[config.mk]
export PLATFORM = sky130hd
export DESIGN_NAME = xgemac_rx_drain
export DESIGN_NICKNAME = d
export VERILOG_FILES = /design/src/rtl/xgemac_rx_pkg.sv /design/src/rtl/xgemac_rx_sync_fifo.sv /design/src/rtl/xgemac_rx_drain.sv
export SDC_FILE = /design/constraint.sdc
export NUM_CORES = 1
export LEC_CHECK = 0
export BUFFER_PORTS_ARGS = -buffer_cell sky130_fd_sc_hd__buf_4
export CORE_MARGIN = 2
export CORE_UTILIZATION = 45
export CTS_CLUSTER_SIZE = 14
export DETAILED_ROUTE_END_ITERATION = 12
export HOLD_SLACK_MARGIN = 0.02
export PLACE_DENSITY = 0.65
export SYNTH_ARGS = -nofsm -noshare
export SYNTH_HDL_FRONTEND = slang
export SYNTH_SLANG_ARGS = --single-unit
[constraint.sdc]
create_clock -name clk -period 3 [get_ports clk]
set_input_delay 0.3 -clock clk [delete_from_list [all_inputs] [get_ports clk]]
set_output_delay 0.3 -clock clk [all_outputs]
set_load 0.005 [all_outputs]
[src/rtl/xgemac_rx_pkg.sv]
// Shared types for the XGE MAC receive drain.
// Holds the beat constants, FSM state encoding and the packed beat record.
package xgemac_rx_pkg;

    localparam int XGEMAC_TX_RX_DATA_WIDTH = 64;
    localparam int XGEMAC_TX_RX_MOD        = 3;

    typedef enum logic {
        ST_IDLE = 1'b0,
        ST_READ = 1'b1
    } rx_state_e;

    typedef struct packed {
        logic [XGEMAC_TX_RX_DATA_WIDTH-1:0] data;
        logic                               sop;
        logic                               eop;
        logic [XGEMAC_TX_RX_MOD-1:0]        mod;
        logic                               err;
    } rx_beat_t;

endpackage

[src/rtl/xgemac_rx_sync_fifo.sv]
// Synchronous FIFO of receive beats with occupancy count.
// Ports: clk, rst (async active-low), i_push/i_data in, i_pop in,
//        o_data (head), o_empty, o_count (0..DEPTH).
module xgemac_rx_sync_fifo
    import xgemac_rx_pkg::*;
#(
    parameter  int DEPTH = 4,
    localparam int AW    = $clog2(DEPTH)
) (
    input  logic          clk,
    input  logic          rst,
    input  logic          i_push,
    input  rx_beat_t      i_data,
    input  logic          i_pop,
    output rx_beat_t      o_data,
    output logic          o_empty,
    output logic [AW:0]   o_count
);

    rx_beat_t        r_mem [DEPTH];
    logic [AW-1:0]   r_wr;
    logic [AW-1:0]   r_rd;
    logic [AW:0]     r_count;
    logic            w_full;
    logic            w_push;
    logic            w_pop;

    assign o_empty = (r_count == '0);
    assign w_full  = (r_count == (AW+1)'(DEPTH));
    assign w_pop   = i_pop && !o_empty;
    // A push into a full FIFO is only taken when the head leaves the same cycle.
    assign w_push  = i_push && (!w_full || w_pop);
    assign o_data  = r_mem[r_rd];
    assign o_count = r_count;

    always_ff @(posedge clk or negedge rst) begin
        if (!rst) begin
            for (int i = 0; i < DEPTH; i++) begin
                r_mem[i] <= '0;
            end
            r_wr    <= '0;
            r_rd    <= '0;
            r_count <= '0;
        end else begin
            if (w_push) begin
                r_mem[r_wr] <= i_data;
                r_wr        <= r_wr + AW'(1);
            end
            if (w_pop) begin
                r_rd <= r_rd + AW'(1);
            end
            unique case ({w_push, w_pop})
                2'b10:   r_count <= r_count + (AW+1)'(1);
                2'b01:   r_count <= r_count - (AW+1)'(1);
                default: r_count <= r_count;
            endcase
        end
    end

endmodule

[src/rtl/xgemac_rx_drain.sv]
// Drains frames from the XGE MAC receive port into a valid/ready stream.
// Ports: clk, rst (async active-low); MAC side pkt_rx_avail/ren/val/data/
//        sop/eop/mod/err; stream m_valid/m_ready/m_data/m_sop/m_eop/m_mod/
//        m_err; status frame_cnt, err_cnt, proto_err_cnt.
module xgemac_rx_drain
    import xgemac_rx_pkg::*;
#(
    parameter int DATA_WIDTH = XGEMAC_TX_RX_DATA_WIDTH,
    parameter int MOD_WIDTH  = XGEMAC_TX_RX_MOD,
    parameter int FIFO_DEPTH = 4,
    parameter int CNT_WIDTH  = 32
) (
    input  logic                  clk,
    input  logic                  rst,
    input  logic                  pkt_rx_avail,
    output logic                  pkt_rx_ren,
    input  logic                  pkt_rx_val,
    input  logic [DATA_WIDTH-1:0] pkt_rx_data,
    input  logic                  pkt_rx_sop,
    input  logic                  pkt_rx_eop,
    input  logic [MOD_WIDTH-1:0]  pkt_rx_mod,
    input  logic                  pkt_rx_err,
    output logic                  m_valid,
    input  logic                  m_ready,
    output logic [DATA_WIDTH-1:0] m_data,
    output logic                  m_sop,
    output logic                  m_eop,
    output logic [MOD_WIDTH-1:0]  m_mod,
    output logic                  m_err,
    output logic [CNT_WIDTH-1:0]  frame_cnt,
    output logic [CNT_WIDTH-1:0]  err_cnt,
    output logic [CNT_WIDTH-1:0]  proto_err_cnt
);

    localparam int AW = $clog2(FIFO_DEPTH);

    rx_state_e       r_state;
    rx_state_e       w_state_nxt;
    logic            r_ren_q;
    logic            r_in_frame;
    logic [CNT_WIDTH-1:0] r_frame_cnt;
    logic [CNT_WIDTH-1:0] r_err_cnt;
    logic [CNT_WIDTH-1:0] r_proto_cnt;
    logic [AW:0]     w_count;
    logic            w_empty;
    logic            w_credit_ok;
    logic            w_eop_in;
    logic            w_ren;
    logic            w_pop;
    logic [1:0]      w_proto_inc;
    rx_beat_t        w_in_beat;
    rx_beat_t        w_head;

    assign w_eop_in = pkt_rx_val && pkt_rx_eop;

    // The beat requested last cycle is still in flight, so it holds a slot.
    // A same-cycle pop is not credited back.
    assign w_credit_ok = ({1'b0, w_count} + {{(AW+1){1'b0}}, r_ren_q})
                         < (AW+2)'(FIFO_DEPTH);

    always_comb begin
        w_state_nxt = r_state;
        w_ren       = 1'b0;
        unique case (r_state)
            ST_IDLE: begin
                if (pkt_rx_avail) w_state_nxt = ST_READ;
            end
            ST_READ: begin
                w_ren = w_credit_ok && !w_eop_in;
                if (w_eop_in) w_state_nxt = ST_IDLE;
            end
            default: w_state_nxt = ST_IDLE;
        endcase
    end

    always_comb begin
        w_in_beat      = '0;
        w_in_beat.data = pkt_rx_data;
        w_in_beat.sop  = pkt_rx_sop;
        w_in_beat.eop  = pkt_rx_eop;
        w_in_beat.mod  = pkt_rx_mod;
        w_in_beat.err  = pkt_rx_err;
    end

    // Each framing violation on a beat adds one; several may coincide.
    assign w_proto_inc =
        {1'b0, pkt_rx_val && pkt_rx_sop && r_in_frame}
      + {1'b0, pkt_rx_val && !pkt_rx_sop && !r_in_frame}
      + {1'b0, pkt_rx_val && !r_ren_q};

    always_ff @(posedge clk or negedge rst) begin
        if (!rst) begin
            r_state     <= ST_IDLE;
            r_ren_q     <= 1'b0;
            r_in_frame  <= 1'b0;
            r_frame_cnt <= '0;
            r_err_cnt   <= '0;
            r_proto_cnt <= '0;
        end else begin
            r_state     <= w_state_nxt;
            r_ren_q     <= w_ren;
            r_proto_cnt <= r_proto_cnt + CNT_WIDTH'(w_proto_inc);
            if (pkt_rx_val) begin
                if (pkt_rx_eop) r_in_frame <= 1'b0;
                else if (pkt_rx_sop) r_in_frame <= 1'b1;
            end
            if (w_eop_in) begin
                r_frame_cnt <= r_frame_cnt + CNT_WIDTH'(1);
                if (pkt_rx_err) r_err_cnt <= r_err_cnt + CNT_WIDTH'(1);
            end
        end
    end

    xgemac_rx_sync_fifo #(
        .DEPTH (FIFO_DEPTH)
    ) u_fifo (
        .clk     (clk),
        .rst     (rst),
        .i_push  (pkt_rx_val),
        .i_data  (w_in_beat),
        .i_pop   (w_pop),
        .o_data  (w_head),
        .o_empty (w_empty),
        .o_count (w_count)
    );

    assign pkt_rx_ren    = w_ren;
    assign m_valid       = !w_empty;
    assign w_pop         = m_valid && m_ready;
    assign m_data        = w_head.data;
    assign m_sop         = w_head.sop;
    assign m_eop         = w_head.eop;
    assign m_mod         = w_head.mod;
    assign m_err         = w_head.err;
    assign frame_cnt     = r_frame_cnt;
    assign err_cnt       = r_err_cnt;
    assign proto_err_cnt = r_proto_cnt;

endmodule

==> impl_results.html <==
<table>
<tr><th>Metric</th><th>Value</th></tr>
<tr><th colspan="2">Run status</th></tr>
<tr><td>Run status</td><td>complete, no violations</td></tr>
<tr><th colspan="2">Clock tree</th></tr>
<tr><td>Number of hold buffers added after CTS</td><td>71</td></tr>
<tr><td>CTS tree</td><td>built</td></tr>
<tr><td>Clock transition at the register clock pins on the worst setup and hold paths after CTS</td><td>0.06 ns</td></tr>
<tr><td>Number of clock buffers inserted by TritonCTS</td><td>43</td></tr>
<tr><td>Setup Fix Bufs, Post-CTS</td><td>0</td></tr>
<tr><td># clock sinks</td><td>386</td></tr>
<tr><td>Cell at the root of the clock tree</td><td>sky130_fd_sc_hd__clkbuf_16</td></tr>
<tr><td>CTS resizes</td><td>0</td></tr>
<tr><td>Clock insertion delay at the later pin of the skew report</td><td>0.55 ns</td></tr>
<tr><td>Bufs on Longest Clock Path</td><td>3</td></tr>
<tr><td>Number of levels in the clock H-tree</td><td>2</td></tr>
<tr><th colspan="2">Floorplan</th></tr>
<tr><td>Core Box Area</td><td>37400 um^2</td></tr>
<tr><td>Placement row count</td><td>71</td></tr>
<tr><td>Effective utilization at floorplan</td><td>0.4531</td></tr>
<tr><td>Chip width</td><td>198.1 um</td></tr>
<tr><td>Area of the die</td><td>39230 um^2</td></tr>
<tr><td>I/O pin count</td><td>243</td></tr>
<tr><td>Height of the die</td><td>198.1 um</td></tr>
<tr><th colspan="2">Final layout</th></tr>
<tr><td>Fraction of layout cells with a size suffix above 1</td><td>0.4844</td></tr>
<tr><td>Filler-free cell count of the finished design</td><td>1990</td></tr>
<tr><td>P&amp;R area growth vs syn</td><td>28.19%</td></tr>
<tr><td>Net count, final</td><td>1532</td></tr>
<tr><td>Most frequent standard cell in the layout excluding fill and tap cells</td><td>sky130_fd_sc_hd__dfrtp_1</td></tr>
<tr><td># fillers</td><td>2967</td></tr>
<tr><td>FF/Latch Area</td><td>9667 um^2</td></tr>
<tr><td>Multi-input gate area in the final layout</td><td>6950 um^2</td></tr>
<tr><td>Commonest cells after routing, fill and taps aside</td><td>384 x sky130_fd_sc_hd__dfrtp_1, 281 x sky130_fd_sc_hd__mux2_2, 263 x sky130_fd_sc_hd__buf_4, 71 x sky130_fd_sc_hd__xnor2_1, 71 x sky130_fd_sc_hd__dlygate4sd3_1</td></tr>
<tr><th colspan="2">Worst hold path</th></tr>
<tr><td>Hold Path Cell Cnt</td><td>3</td></tr>
<tr><td>Hold path startpoint</td><td>pkt_rx_val</td></tr>
<tr><td>Worst hold path type</td><td>in2reg</td></tr>
<tr><td>End of the worst hold path</td><td>r_in_frame</td></tr>
<tr><th colspan="2">Critical path</th></tr>
<tr><td>Slowest-stage cell, CP</td><td>sky130_fd_sc_hd__dfrtp_4</td></tr>
<tr><td>Sort of element at the end of the critical path</td><td>primary output</td></tr>
<tr><td>CP startpoint kind</td><td>register</td></tr>
<tr><td>Category of the most critical setup path</td><td>reg2out</td></tr>
<tr><td>Delay of the slowest cell on the worst path</td><td>0.78 ns</td></tr>
<tr><td>Reg-to-reg startpoint</td><td>r_ren_q</td></tr>
<tr><td>CP Cell Sequence</td><td>buf_12 &gt; mux4_2 &gt; buf_4</td></tr>
<tr><td>Crit path DAT</td><td>2.40 ns</td></tr>
<tr><td>CP required</td><td>2.70 ns</td></tr>
<tr><td>Worst-path maximum fanout</td><td>25</td></tr>
<tr><td>CP Buf/Inv Count</td><td>2</td></tr>
<tr><td>Worst-case register-to-register setup slack</td><td>0.32 ns</td></tr>
<tr><td>Reg2reg path depth</td><td>10</td></tr>
<tr><td>Family of cells with the greatest summed delay on the critical path</td><td>flip-flops</td></tr>
<tr><td>Endpoint of the worst-slack reg-to-reg timing path</td><td>proto_err_cnt[20]</td></tr>
<tr><th colspan="2">Placement</th></tr>
<tr><td>Gp weighted congestion</td><td>0.7599</td></tr>
<tr><td>Quantity of I/O buffers inserted on ports</td><td>242</td></tr>
<tr><td>HPWL after detailed placement</td><td>23730 um</td></tr>
<tr><td>Worst slack after detailed placement</td><td>0.2234 ns</td></tr>
<tr><td>Total placed cells including tap cells</td><td>1840</td></tr>
<tr><th colspan="2">Yosys</th></tr>
<tr><td>Share of the synthesized area in the top cell type</td><td>0.5700</td></tr>
<tr><td>Mean instance size in the synthesized netlist</td><td>15.34 um^2</td></tr>
<tr><td>Leading cell types by total area after synthesis</td><td>sky130_fd_sc_hd__dfrtp_1 57%, sky130_fd_sc_hd__mux2_2 19%, sky130_fd_sc_hd__mux4_2 9.3%</td></tr>
<tr><td>Number of synthesized register bits</td><td>386</td></tr>
<tr><td>Largest area contributor in the netlist</td><td>sky130_fd_sc_hd__dfrtp_1</td></tr>
<tr><td>Number of different library cells in the post-synthesis netlist</td><td>39</td></tr>
<tr><td>Total number of yosys warnings</td><td>0</td></tr>
<tr><td>Synthesized Nets</td><td>1192</td></tr>
<tr><td>Synthesized instance count</td><td>1105</td></tr>
<tr><td>Sequential area share after synthesis</td><td>0.5700</td></tr>
<tr><td>Cell area after synthesis</td><td>16950 um^2</td></tr>
<tr><th colspan="2">Timing</th></tr>
<tr><td>Tightest Pin Transition</td><td>0.7837 ns</td></tr>
<tr><td>Final total negative setup slack</td><td>0 ns</td></tr>
<tr><td>Final Cycle Share</td><td>0.8988</td></tr>
<tr><td>Final hold viol count</td><td>0</td></tr>
<tr><td>Total setup violations reported at the end of the flow</td><td>0</td></tr>
<tr><td>Final worst path period need</td><td>2.696 ns</td></tr>
<tr><td>F_max</td><td>0.3709 GHz</td></tr>
<tr><td>Number of max-slew violations in the final report</td><td>0</td></tr>
<tr><td>PnR worst setup slack</td><td>0.3037 ns</td></tr>
<tr><td>Headroom to the max-slew limit</td><td>0.4775</td></tr>
<tr><td>Unrepaired setup endpoints after global routing</td><td>false</td></tr>
<tr><td>Worst Clk Skew</td><td>0.01673 ns</td></tr>
<tr><th colspan="2">Detailed routing</th></tr>
<tr><td>Residual DRC count</td><td>0</td></tr>
<tr><td>Detailed-route wire length per cell</td><td>18.56 um</td></tr>
<tr><td>DR iter-0 viols</td><td>317</td></tr>
<tr><td>Vias/cell</td><td>5.203</td></tr>
<tr><td>Total via count after detailed routing</td><td>10350</td></tr>
<tr><td>Overall routed net length</td><td>36930 um</td></tr>
<tr><td>ANT nets after route</td><td>0</td></tr>
<tr><td>Number of search-and-repair iterations in the first detailed-routing pass</td><td>4</td></tr>
<tr><th colspan="2">Global routing</th></tr>
<tr><td>Total congestion overflow</td><td>0</td></tr>
<tr><td>Via count of the first global-routing pass</td><td>11020</td></tr>
<tr><td>Maximum number of pins on one net before global-route repair</td><td>95</td></tr>
<tr><td>Number of antenna violations at the first check in global routing</td><td>1</td></tr>
<tr><td>Wire length of the first global-routing pass</td><td>60120 um</td></tr>
<tr><td>Tot GR Track Use</td><td>0.1943</td></tr>
<tr><th colspan="2">Pwr</th></tr>
<tr><td>Leakage power</td><td>9.787 nW</td></tr>
<tr><td>Maximum VDD drop</td><td>0.4243 mV</td></tr>
<tr><td>Total power divided by cell area</td><td>1012 nW/um^2</td></tr>
<tr><td>Sum of internal, switching and leakage power</td><td>22.00 mW</td></tr>
<tr><th colspan="2">Flow run</th></tr>
<tr><td>Max Cap Viol</td><td>0</td></tr>
</table>
[kinds of logic (layout without fill, tap and decap cells)]
logic type | count (synthesis) | after routing | synth area share
compound gates | 5 | 5 | 0.001919
xor+xnor | 98 | 98 | 0.05065
fa+ha+maj | 12 | 12 | 0.01019
buf+inv | 65 | 438 | 0.02170
flops | 386 | 386 | 0.5700
mux | 352 | 352 | 0.2803
other cells | 0 | 1 | 0
simple gates | 187 | 187 | 0.06526
[power by group]
part           internal [mW]  leakage, nW  switching (mW)  total (mW)
registers               7.34         4.75            1.29        8.63
logic                   5.14         4.32            2.85        7.99
clock network           3.28        0.724            2.10        5.38
total                   15.8         9.79            6.24        22.0
[routing by layer]
metal  track usage  up-vias  part of all wire
met1        0.2622     5350              0.45
li1              -     4734                 -
met3       0.05723       55             0.063
met2        0.3110      215              0.47
met4       0.04678        0             0.019
met5             0        -                 0
[stage by stage]
step | instance area [um^2] | hold slack (ns) | utilization
final | 21730 | 0.08011 | 0.5809
after global routing | 21730 | 0.06410 | 0.5809
after CTS | 21720 | 0.04025 | 0.5808
after detailed placement | 19550 | 0.4085 | 0.5228
after global placement | 19550 | 0.4061 | 0.5228
after floorplan | 16950 | 0.004409 | -
[final cells by class]
| type | count | area share |
|---|---|---|
| multi-input combinational | 654 | 0.3199 |
| antenna | 1 | 0.0001152 |
| timing repair buffer | 348 | 0.1363 |
| clock inverter | 18 | 0.009157 |
| clock buffer | 60 | 0.05811 |
| inverter | 12 | 0.002073 |
| tap | 511 | 0.02943 |
| sequential | 386 | 0.4449 |
[how the worst max path moves through the flow]
stage	startpoint	to	cells past startpoint
floorplan	r_ren_q	proto_err_cnt[14]	9
detailed placement	pkt_rx_val	proto_err_cnt[20]	11
finish	u_fifo.r_rd[0]	m_data[21]	3
CTS	u_fifo.r_rd[0]	m_data[45]	3
global route	u_fifo.r_rd[0]	m_data[21]	3
global placement	pkt_rx_val	proto_err_cnt[20]	11
[worst register-to-register path: cells and delay by family (launching register included)]
kind / cells / cell delay, ns
xor+xnor: 1 / 0.15
fa+ha+maj: 3 / 0.81
buf+inv: 2 / 0.28
flops: 1 / 0.38
simple gates: 4 / 0.94
[state kept, by name, summed over array words and instances, names as in the netlist]
name            cells
proto_err_cnt      32
u_fifo.o_count      3
err_cnt            32
u_fifo.r_rd         2
u_fifo.r_mem      280
u_fifo.r_wr         2
frame_cnt          32
r_in_frame          1
r_state             1
r_ren_q             1
[cells in the mapped netlist (all sizes together)]
cell type	instances
or3	1
and2	2
or2	1
ha	9
buf	39
inv	12
o21ai	1
mux2	281
dfrtp	386
or2b	1
fa	3
nand3	39
mux4	70
o41a	1
and3	20
a21oi	3
nor3b	2
or4	2
mux2i	1
nor3	10
nor2b	2
xnor2	71
nand4b	2
nor2	12
clkbuf	14
nand4	35
nand2	39
nor4	9
and4	10
xor2	27
Note: power is estimated with default switching activity, not from simulation.
